### config.mk
export PLATFORM = sky130hd
export DESIGN_NAME = disp_bcd_scan_ctrl
export DESIGN_NICKNAME = d
export VERILOG_FILES = /design/src/rtl/disp_bcd_scan_ctrl.sv
export SDC_FILE = /design/constraint.sdc
export NUM_CORES = 1
export LEC_CHECK = 0
export CORE_ASPECT_RATIO = 1.75
export CORE_MARGIN = 2
export CORE_UTILIZATION = 56
export DETAILED_ROUTE_END_ITERATION = 6
export GPL_TIMING_DRIVEN = 1
export PLACE_DENSITY = 0.77
export SYNTH_ARGS = -nofsm -noshare
export SYNTH_HDL_FRONTEND = slang
export SYNTH_SLANG_ARGS = --single-unit
### constraint.sdc
create_clock -name clk -period 2.7 [get_ports clk]
set_clock_uncertainty 0.2 [all_clocks]
set_input_delay 0.27 -clock clk [delete_from_list [all_inputs] [get_ports clk]]
set_output_delay 0.27 -clock clk [all_outputs]
set_load 0.01 [all_outputs]
### src/rtl/disp_bcd_scan_ctrl.sv
// Binary-to-BCD front end for a 4-digit multiplexed seven-segment display.
// Iterative double-dabble conversion, registered digit outputs and a free-running scan prescaler.
module disp_bcd_scan_ctrl #(
  parameter int BIN_W    = 14,
  parameter int SCAN_DIV = 50000,
  parameter int BLANK_LZ = 1
) (
  input  logic             clk,
  input  logic             rst_n,
  input  logic [BIN_W-1:0] bin_in,
  input  logic             bin_valid,
  output logic             bin_ready,
  output logic [1:0]       scan_sel,
  output logic [3:0]       dig_a,
  output logic [3:0]       dig_b,
  output logic [3:0]       dig_c,
  output logic [3:0]       dig_d,
  output logic             ovf
);

  localparam int IW = $clog2(BIN_W + 1);
  localparam int PW = $clog2(SCAN_DIV);
  localparam logic [3:0] LZ_RST = (BLANK_LZ != 0) ? 4'hF : 4'h0;
  localparam logic [BIN_W-1:0] MAX_VAL = BIN_W'(9999);

  typedef enum logic [1:0] {
    IDLE   = 2'd0,
    SHIFT  = 2'd1,
    COMMIT = 2'd2
  } state_t;

  state_t           state_q;
  logic [BIN_W-1:0] shreg_q;
  logic [15:0]      bcd_q;
  logic [IW-1:0]    iter_q;
  logic             pend_ovf_q;
  logic [3:0]       dig_a_q, dig_b_q, dig_c_q, dig_d_q;
  logic             ovf_q;
  logic [PW-1:0]    presc_q;
  logic [1:0]       scan_q;

  logic [15:0]          bcd_adj;
  logic [16+BIN_W-1:0]  cat_d;
  logic [BIN_W-1:0]     bin_clamped;
  logic                 bin_over;
  logic                 blank_d, blank_c, blank_b;
  logic                 xfer;

  // Add-3 correction on every BCD nibble that would overflow after doubling.
  genvar gi;
  generate
    for (gi = 0; gi < 4; gi++) begin : g_adj
      assign bcd_adj[gi*4 +: 4] = (bcd_q[gi*4 +: 4] >= 4'd5) ? bcd_q[gi*4 +: 4] + 4'd3
                                                             : bcd_q[gi*4 +: 4];
    end
  endgenerate

  assign cat_d       = {bcd_adj, shreg_q} << 1;
  assign bin_over    = (bin_in > MAX_VAL);
  assign bin_clamped = bin_over ? MAX_VAL : bin_in;

  assign blank_d = (BLANK_LZ != 0) && (bcd_q[15:12] == 4'd0);
  assign blank_c = blank_d && (bcd_q[11:8] == 4'd0);
  assign blank_b = blank_c && (bcd_q[7:4] == 4'd0);

  assign bin_ready = (state_q == IDLE) && rst_n;
  assign xfer      = bin_valid && bin_ready;

  always_ff @(posedge clk) begin
    if (!rst_n) begin
      state_q    <= IDLE;
      shreg_q    <= '0;
      bcd_q      <= '0;
      iter_q     <= '0;
      pend_ovf_q <= 1'b0;
      dig_a_q    <= 4'h0;
      dig_b_q    <= LZ_RST;
      dig_c_q    <= LZ_RST;
      dig_d_q    <= LZ_RST;
      ovf_q      <= 1'b0;
    end else begin
      case (state_q)
        IDLE: begin
          if (xfer) begin
            shreg_q    <= bin_clamped;
            bcd_q      <= '0;
            iter_q     <= '0;
            pend_ovf_q <= bin_over;
            state_q    <= SHIFT;
          end
        end
        SHIFT: begin
          bcd_q   <= cat_d[16+BIN_W-1:BIN_W];
          shreg_q <= cat_d[BIN_W-1:0];
          iter_q  <= iter_q + IW'(1);
          if (iter_q == IW'(BIN_W - 1)) begin
            state_q <= COMMIT;
          end
        end
        COMMIT: begin
          dig_a_q <= bcd_q[3:0];
          dig_b_q <= blank_b ? 4'hF : bcd_q[7:4];
          dig_c_q <= blank_c ? 4'hF : bcd_q[11:8];
          dig_d_q <= blank_d ? 4'hF : bcd_q[15:12];
          ovf_q   <= pend_ovf_q;
          state_q <= IDLE;
        end
        default: state_q <= IDLE;
      endcase
    end
  end

  // Scan prescaler runs regardless of conversion activity.
  always_ff @(posedge clk) begin
    if (!rst_n) begin
      presc_q <= '0;
      scan_q  <= 2'd0;
    end else if (presc_q == PW'(SCAN_DIV - 1)) begin
      presc_q <= '0;
      scan_q  <= scan_q + 2'd1;
    end else begin
      presc_q <= presc_q + PW'(1);
    end
  end

  assign scan_sel = scan_q;
  assign dig_a    = dig_a_q;
  assign dig_b    = dig_b_q;
  assign dig_c    = dig_c_q;
  assign dig_d    = dig_d_q;
  assign ovf      = ovf_q;

endmodule

==> results.cfg <==
[setup_path]
slowest_stage = clkdlybuf4s50_1
end_kind = output port
cp.arrival_ns = 1.77
crit_path_max_incr_delay_ns = 0.57
r2r-end = dig_b[0]$_SDFFE_PN1N_
critPathRequiredTime_ns = 2.23
critical_path_class = in -> out
reg2regPathDepth = 6
crit_start = rst_n
path_cells = clkdlybuf4s50_1 -> buf_4 -> nor3b_1 -> clkdlybuf4s50_1
reg2reg_setup_slack_ns = 0.53
crit_top_cell = clkdlybuf4s50_1
start_kind = input port
crit_path_max_fanout = 22
r2r-start = bcd_q[12]$_SDFFE_PN0P_

[global_routing]
overflow = 0
grt_pass1_vias = 2707
grt_antenna_before_repair = 0
grt_util_all_layers = 0.226
grt_pass1_wl_mm = 11.8
grt_max_degree = 35

[floorplan]
coreArea_mm2 = 0.00583
rows = 37
pin_count = 37
die_width_um = 62.5
dieHeight_um = 106
dieArea_mm2 = 0.00665
start_util = 0.576

[sta]
hold_viol_final = 0
finalCriticalPeriod_ns = 2.24
slew_violations = 0
worstMarginPinSlew_ns = 1.09
fin_setup_tns_ns = 0
relSlewSlack = 0.254
timing.final.crit_share = 0.830
setup-violations-final = 0
max_freq_mhz = 446
rsz0062_at_grt = false

[layout]
area_growth_pct = 19.0
n_antenna_cell = 0
seqCellArea_mm2 = 0.00144
finalNetCount = 448
n_fill_cell = 515
layout-drive-gt1-share = 0.0662
multiInputGateArea_mm2 = 0.00178

[cts]
root_buffer = clkbuf_8
cts_setup_buffers = 0
numCtsBuffers = 9
cts_num_sinks = 72
cts_tree = built
clk_transition_reported_paths_ns = 0.07
cts-resized-gates = 0
htree_num_levels = 3
holdBufCountCts = 0
cts_buffer_depth = 2
clock_latency_ns = 0.35

[place]
globalplace.congestion = 0.881
portBuffers = 36
dpl.hpwl_mm = 5.07

[synthesis]
synth_edf_count = 0
ys_warn_count = 0
synth_top_flop_cell = dfxtp_1
syn_nets = 415
synthTopCellsByCount = 72 x dfxtp_1, 39 x nand2_1, 30 x o21ai_0
syn_area_per_cell_um2 = 8.72
synth_top_cell_area_share = 0.429
synth_cell_types = 49
ys_async_sr_fraction = 0
ys_seq_area_frac = 0.429
synth-seq-cells = 72
synth_most_common_cell = dfxtp_1
synth_cells = 385
synth_area_leader_cell = dfxtp_1
ys_top_cells_by_area = dfxtp_1 43%, ha_1 4.8%, o21ai_0 4.5%, nand2_1 4.4%, a21boi_0 3.8%
synth_area_mm2 = 0.00336

[worst_hold_path]
worstHoldEndpoint = presc_q[0]$_SDFF_PP0_
min-delay-start = presc_q[0]$_SDFF_PP0_
hold_path_depth = 1
hold_path.class = reg -> reg

[route]
drtIter0Drc = 131
via_per_inst = 5.60
ant_nets = 0
wire_per_inst_um = 13.8
drcViolationCount = 0
routed_wl_mm = 6.91
vias = 2807
first_pass_iters = 4

[pwr]
leakage_nw = 1.44
vdd_ir_drop_max_uv = 354
power.density_mw_per_mm2 = 543
total_power_w = 0.00217

[run]
cap_violations = 0

[run_status]
outcome = finished clean
## final cells by class
class                           instances  share of cell area
Clock buffer                           13              0.0373
Clock inverter                          3              0.0163
Inverter                               14              0.0132
Multi-Input combinational cell        278               0.445
Sequential cell                        72               0.361
Tap cell                               78              0.0244
Timing Repair Buffer                   43               0.103
## where the power goes
part,switching [W],internal [W],leakage (nW)
Clock,0.000380,0.000545,0.108
Combinational,0.0000760,0.0000660,0.750
Sequential,0.0000172,0.00108,0.583
Total,0.000473,0.00170,1.44
## flip-flops by register name, indices dropped and copies added, names as in the netlist, 2 cells and up
signal / count
bcd_q: 16
presc_q: 16
shreg_q: 14
dig_a: 4
dig_b: 4
dig_c: 4
dig_d: 4
iter_q: 4
scan_sel: 2
state_q: 2
## worst max path at each step
stage / endpoint / slack, ns / cells past startpoint
after floorplan: dig_b[0]$_SDFFE_PN1N_ / 0.72 / 6
after detailed placement: shreg_q[5]$_SDFFE_PN0P_ / 0.19 / 5
after CTS: bin_ready / 0.43 / 4
final: bin_ready / 0.46 / 4
after global placement: shreg_q[4]$_SDFFE_PN0P_ / 0.25 / 5
after global routing: bin_ready / 0.34 / 4
## critical path, delay by kind of cell
kind / cells / cell delay [ns]
buf+inv: 3 / 1.29
simple gates: 1 / 0.21
## cell usage in the layout (no fill, tap or decap), types with 3 or more instances in the layout
master | netlist | layout
and2_1 | 8 | 8
nor3_1 | 11 | 11
a22o_1 | 4 | 4
nand2_1 | 39 | 39
o21a_1 | 11 | 11
nand3_1 | 15 | 15
nor2b_1 | 4 | 4
inv_1 | 14 | 14
a21boi_0 | 17 | 17
o2bb2ai_1 | 3 | 3
o22ai_1 | 7 | 7
nand2b_1 | 5 | 5
nor2_1 | 29 | 29
xor2_1 | 6 | 6
nor3b_1 | 6 | 6
buf_4 | 0 | 7
ha_1 | 13 | 13
xnor2_1 | 12 | 12
nor4_1 | 3 | 3
and3_1 | 7 | 7
clkbuf_1 | 13 | 3
o21ai_0 | 30 | 30
a21oi_1 | 10 | 10
and4b_1 | 3 | 3
dfxtp_1 | 72 | 72
nand4_1 | 7 | 7
mux2_2 | 3 | 3
clkdlybuf4s50_1 | 0 | 36
clkbuf_8 | 0 | 10
## stage by stage
step                      worst slack, ns  cells  hold WS [ns]   util  instance area, um2
after detailed placement            0.194    485         0.241  0.648                3780
after global placement              0.247    485         0.227  0.648                3780
after global routing                0.344    501         0.270  0.685                3990
final                               0.458    501         0.246  0.685                3990
after floorplan                     0.720    385         0.213      -                3360
after CTS                           0.434    501         0.250  0.685                3990
## kinds of logic (layout without fill, tap and decap cells)
group,Yosys count,after routing,share of synthesized area
DFF,72,72,0.429
buffers and inverters,35,73,0.0417
adders and majority gates,13,13,0.0485
muxes,4,4,0.0130
AOI/OAI and AO/OA,94,94,0.185
and+or+nand+nor,149,149,0.236
xor gates and xnor gates,18,18,0.0470
## per-layer routing
metal | vias to the layer above | GRT usage | share of wire
met5 | - | 0 | 0
met4 | 0 | 0.121 | 0.027
met3 | 13 | 0.0381 | 0.024
met2 | 47 | 0.425 | 0.55
met1 | 1322 | 0.232 | 0.39
li1 | 1425 | - | -
(Power assumes the default switching activity.)
